## config.mk

```make
export PLATFORM = sky130hd
export DESIGN_NAME = pb_timers_top
export DESIGN_NICKNAME = d
export VERILOG_FILES = /design/src/rtl/timers_pkg.sv /design/src/rtl/seven_seg_mux.sv /design/src/rtl/pb_timers_top.sv
export SDC_FILE = /design/constraint.sdc
export NUM_CORES = 1
export LEC_CHECK = 0
export CORE_MARGIN = 2
export CORE_UTILIZATION = 54
export DETAILED_ROUTE_END_ITERATION = 10
export HOLD_SLACK_MARGIN = 0.02
export PLACE_DENSITY = 0.75
export SLEW_MARGIN = 5
export SYNTH_ARGS = -nofsm -noshare
export SYNTH_HDL_FRONTEND = slang
export SYNTH_SLANG_ARGS = --single-unit
export TNS_END_PERCENT = 10
```

## constraint.sdc

```tcl
create_clock -name CLK_IN -period 1.9 [get_ports CLK_IN]
set_clock_uncertainty 0.15 [all_clocks]
set_input_delay 0.19 -clock CLK_IN [delete_from_list [all_inputs] [get_ports CLK_IN]]
set_output_delay 0.19 -clock CLK_IN [all_outputs]
set_load 0.1 [all_outputs]
```

## src/rtl/timers_pkg.sv

```systemverilog
// rtl/timers_pkg.sv - shared segment encodings and display-off constants for the timers block
package timers_pkg;

  localparam logic [3:0] ANODE_OFF   = 4'hF;
  localparam logic [7:0] CATHODE_OFF = 8'hFF;

  // Active-low {g,f,e,d,c,b,a}; the decimal point is added by the caller.
  localparam logic [6:0] SEG_0    = 7'h40;
  localparam logic [6:0] SEG_1    = 7'h79;
  localparam logic [6:0] SEG_2    = 7'h24;
  localparam logic [6:0] SEG_3    = 7'h30;
  localparam logic [6:0] SEG_4    = 7'h19;
  localparam logic [6:0] SEG_5    = 7'h12;
  localparam logic [6:0] SEG_6    = 7'h02;
  localparam logic [6:0] SEG_7    = 7'h78;
  localparam logic [6:0] SEG_8    = 7'h00;
  localparam logic [6:0] SEG_9    = 7'h10;
  localparam logic [6:0] SEG_DASH = 7'h3F;

  function automatic logic [6:0] seg7(input logic [3:0] bcd);
    case (bcd)
      4'd0:    return SEG_0;
      4'd1:    return SEG_1;
      4'd2:    return SEG_2;
      4'd3:    return SEG_3;
      4'd4:    return SEG_4;
      4'd5:    return SEG_5;
      4'd6:    return SEG_6;
      4'd7:    return SEG_7;
      4'd8:    return SEG_8;
      4'd9:    return SEG_9;
      default: return SEG_DASH;
    endcase
  endfunction

endpackage

```

## src/rtl/seven_seg_mux.sv

```systemverilog
// rtl/seven_seg_mux.sv - scan prescaler, digit select and registered anode/cathode drive
module seven_seg_mux
  import timers_pkg::*;
#(
  parameter int SCAN_DIV = 100_000
) (
  input  logic       CLK_IN,
  input  logic       RESET_IN,
  input  logic [3:0] d3,
  input  logic [3:0] d2,
  input  logic [3:0] d1,
  input  logic [3:0] d0,
  output logic [3:0] ANODE,
  output logic [7:0] CATHODE
);

  localparam int SW = (SCAN_DIV > 2) ? $clog2(SCAN_DIV) : 1;
  localparam logic [SW-1:0] SCAN_LAST = SW'(SCAN_DIV - 1);

  logic [SW-1:0] scan_cnt;
  logic [1:0]    sel;
  logic          scan_tick;
  logic [3:0]    digit;

  assign scan_tick = (scan_cnt == SCAN_LAST);

  always_comb begin
    digit = d0;
    case (sel)
      2'd0: digit = d0;
      2'd1: digit = d1;
      2'd2: digit = d2;
      2'd3: digit = d3;
      default: digit = d0;
    endcase
  end

  // Outputs sample the current sel/digits, so they trail any change by one clock.
  always_ff @(posedge CLK_IN or negedge RESET_IN) begin
    if (!RESET_IN) begin
      scan_cnt <= '0;
      sel      <= 2'd0;
      ANODE    <= ANODE_OFF;
      CATHODE  <= CATHODE_OFF;
    end else begin
      scan_cnt <= scan_tick ? '0 : scan_cnt + 1'b1;
      if (scan_tick) sel <= sel + 2'd1;
      ANODE   <= ~(4'b0001 << sel);
      CATHODE <= {1'b1, seg7(digit)};
    end
  end

endmodule

```

## src/rtl/pb_timers_top.sv

```systemverilog
// rtl/pb_timers_top.sv - count prescaler and 4-digit BCD up-counter driving the scanned display
module pb_timers_top
  import timers_pkg::*;
#(
  parameter int SCAN_DIV  = 100_000,
  parameter int COUNT_DIV = 10_000_000
) (
  input  logic       CLK_IN,
  input  logic       RESET_IN,
  output logic [3:0] ANODE,
  output logic [7:0] CATHODE
);

  localparam int CW = (COUNT_DIV > 2) ? $clog2(COUNT_DIV) : 1;
  localparam logic [CW-1:0] COUNT_LAST = CW'(COUNT_DIV - 1);

  logic [CW-1:0]   count_cnt;
  logic            count_tick;
  logic [3:0][3:0] d;
  logic [3:0][3:0] d_next;

  assign count_tick = (count_cnt == COUNT_LAST);

  // Ripple carry across digits; 9999 rolls to 0000 with no overflow indication.
  always_comb begin
    logic carry;
    carry  = count_tick;
    d_next = d;
    for (int i = 0; i < 4; i++) begin
      if (carry) begin
        if (d[i] == 4'd9) begin
          d_next[i] = 4'd0;
        end else begin
          d_next[i] = d[i] + 4'd1;
          carry     = 1'b0;
        end
      end
    end
  end

  always_ff @(posedge CLK_IN or negedge RESET_IN) begin
    if (!RESET_IN) begin
      count_cnt <= '0;
      d         <= '0;
    end else begin
      count_cnt <= count_tick ? '0 : count_cnt + 1'b1;
      d         <= d_next;
    end
  end

  seven_seg_mux #(
    .SCAN_DIV (SCAN_DIV)
  ) u_mux (
    .CLK_IN   (CLK_IN),
    .RESET_IN (RESET_IN),
    .d3       (d[3]),
    .d2       (d[2]),
    .d1       (d[1]),
    .d0       (d[0]),
    .ANODE    (ANODE),
    .CATHODE  (CATHODE)
  );

endmodule

```

==> impl_metrics.json <==
{
  "synth_fa_ha_area_share_pct": 3.70,
  "synthSimpleGateAreaFrac_pct": 21.7,
  "drt-initial-drc-count": 120,
  "clkTransAtPathRegs_ns": 0.08,
  "slowest_stage": "or4b_4",
  "diodes": 0,
  "slew_violations": 0,
  "p_per_area_nw_per_um2": 631,
  "max_freq_mhz": 479,
  "fillCellCount": 383,
  "violations": "setup timing",
  "hold_viol": 0,
  "finalCritPeriodShare_pct": 110,
  "synthFlopType": "dfrtp_1",
  "final_nets": 409,
  "syn-num-nets": 332,
  "htreeDepth": 3,
  "antenna_found_initial": 0,
  "drt-total-wl_um": 7330,
  "worst_slack_ns": -0.188,
  "synthCells": 320,
  "cts_buffers": 9,
  "vias_per_cell": 5.45,
  "synth_edf_count": 0,
  "synth-seq-cells": 70,
  "hpwl_um": 4570,
  "initial_core_util_pct": 56.5,
  "max-vdd-ir-drop_mv": 0.674,
  "rrSetupSlack_ns": -0.19,
  "vias": 2598,
  "numPortBuffers": 12,
  "clockRootBuffer": "clkbuf_8",
  "cts_tree": "yes",
  "synthMuxAreaShare_pct": 2.15,
  "die_x_um": 83.1,
  "worstSetupStartpointType": "flop",
  "yosys-top-cells-area": "dfrtp_1, dfstp_2, xnor2_1",
  "synth_compound_area_share_pct": 6.14,
  "dr.pass1.iters": 4,
  "synthXorXnorAreaFrac_pct": 10.9,
  "drc": 0,
  "worst_skew_pair.late_latency_ns": 0.35,
  "worstHoldPathType": "in -> async",
  "yosys_warnings": 0,
  "synth.most_common_cell": "dfrtp_1",
  "outcome": "finished with violations",
  "clock_sinks": 70,
  "std_cell_rows": 28,
  "core_area_um2": 5990,
  "crit_chain": "or4b_4, nor4_4, buf_6, nand4_1, a21o_1, a22o_1",
  "drive_above_1_share_pct": 34.3,
  "synth_area_leader_cell": "dfrtp_1",
  "reg2reg_depth": 6,
  "end_kind": "flop",
  "dieArea_um2": 6910,
  "synth_commonest_cells": "dfrtp_1, nor2_1, nand2_1",
  "yosysSeqAreaShare_pct": 52.2,
  "slowest_delay_ns": 0.55,
  "syn2layout_area_growth_pct": 33.9,
  "post-route-min-period_ns": 2.09,
  "grt_max_degree": 71,
  "postSynthAreaPerCell_um2": 10.6,
  "netlist-cell-type-count": 45,
  "total_power_uw": 2860,
  "path_max_fanout": 6,
  "cp.required_ns": 2.00,
  "maxCapViolations": 0,
  "io_pins": 14,
  "ant_nets": 0,
  "grt_pass1_wl_um": 12400,
  "grt_overflow": 0,
  "p_leak_uw": 0.00209,
  "grt_usage_pct": 22.6,
  "critPathKind": "reg -> reg",
  "relSlewSlack_pct": 65.8,
  "grt_setup_unrepaired": "true",
  "worst_slew_pin_slew_ns": 0.512,
  "wire_per_inst_um": 15.4,
  "hold_slack_ns": 0.217,
  "setup_viol": 30,
  "synth_top_area_share_pct": 43.7,
  "cp.arrival_ns": 2.19,
  "synth_area_um2": 3380,
  "finalWeightedCongestion": 0.835,
  "clockBufferDepth": 2,
  "grt_pass1_vias": 2654,
  "ys_async_sr_fraction_pct": 100,
  "synth_top_family_by_area": "simple AND/OR/NAND/NOR gates",
  "die_h_um": 83.1
}
[flip-flops by register name (all words and copies together), names as in the netlist]
| name | cells |
|---|---|
| count_cnt | 24 |
| d | 16 |
| u_mux.ANODE | 4 |
| u_mux.CATHODE | 7 |
| u_mux.scan_cnt | 17 |
| u_mux.sel | 2 |
[cell usage in the layout, fill, tap and decap left out, types with 4 or more instances in the layout]
cell type  count
nand4_1       12
nand2b_1       7
nand3_1       21
buf_4         52
inv_1         15
dfrtp_1       58
a222oi_1       4
dfstp_2       11
nand2_1       24
clkbuf_8      10
xor2_1        20
o21ai_1        7
xnor2_1       22
ha_4           4
a22o_1         4
nor2_1        29
buf_12        12
inv_2          4
and3_1         5
buf_6          5
[power by group]
group / total, uW / switching (uW) / internal, uW
clock: 1320 / 551 / 772
sequential: 1490 / 0 / 1490
combinational: 43.0 / 36.6 / 6.42
[timing repair]
item | 4_1_cts | 5_1_grt
buffers inserted | 6 | 1
pin swaps | 16 | 6
gates resized for setup | 40 | 14
hold buffers | 1 | 0
endpoints found under the setup margin | 34 | 39
hold endpoints to repair | 70 | 0
[worst paths after layout]
path / from / endpoint
max: count_cnt[8] / d[15]
min: RESET_IN / count_cnt[14]
max reg2reg: count_cnt[8] / d[15]
min reg2reg: count_cnt[6] / count_cnt[6]
max in group asynchronous: RESET_IN / u_mux.CATHODE[1]
min in group CLK_IN: count_cnt[6] / count_cnt[6]
[layer usage]
metal | global-route usage [%] | wire, um | vias to the layer above
met5 | 0 | 0 | -
met3 | 7.75 | 281 | 14
met2 | 37.3 | 3690 | 50
met1 | 28.0 | 3220 | 1275
met4 | 7.15 | 139 | 0
li1 | - | - | 1259
[kinds of logic (layout without fill, tap and decap cells)]
group,after synthesis,in the layout
muxes,7,7
xor gates and xnor gates,42,42
buffers and inverters,24,106
other,1,1
AOI/OAI and AO/OA,30,30
and+or+nand+nor,136,136
adders and majority gates,10,10
DFF,70,70
[critical path: cells and delay by family, from the launching register on]
kind | cells | cell delay, ns
buffers and inverters | 1 | 0.17
flip-flops | 1 | 0.38
AO/OA/AOI/OAI | 2 | 0.39
AND/OR/NAND/NOR | 3 | 0.89
[stage by stage]
stage          TNS [ns]  cells  instance area [um2]  worst slack (ns)  util (%)
6_report          -2.82    477                 4530            -0.188      75.6
5_1_grt           -5.09    477                 4530            -0.277      75.6
4_1_cts           -2.93    476                 4470            -0.191      74.7
3_5_place_dp      -3.81    453                 4070            -0.255      67.9
3_3_place_gp      -2.53    453                 4070            -0.160      67.9
2_1_floorplan     -3.10    320                 3390            -0.187         -
[cell type report]
class                   instances  area, um2  area share, %
clock buffers                  12        145           3.21
clock inverters                 4       70.1           1.55
inverters                      19       71.3           1.58
multi-input cells             226       1680           37.1
flip-flops and latches         70       1770           39.0
well taps                      75       93.8           2.07
repair buffers                 71        702           15.5
(Power assumes the default switching activity.)
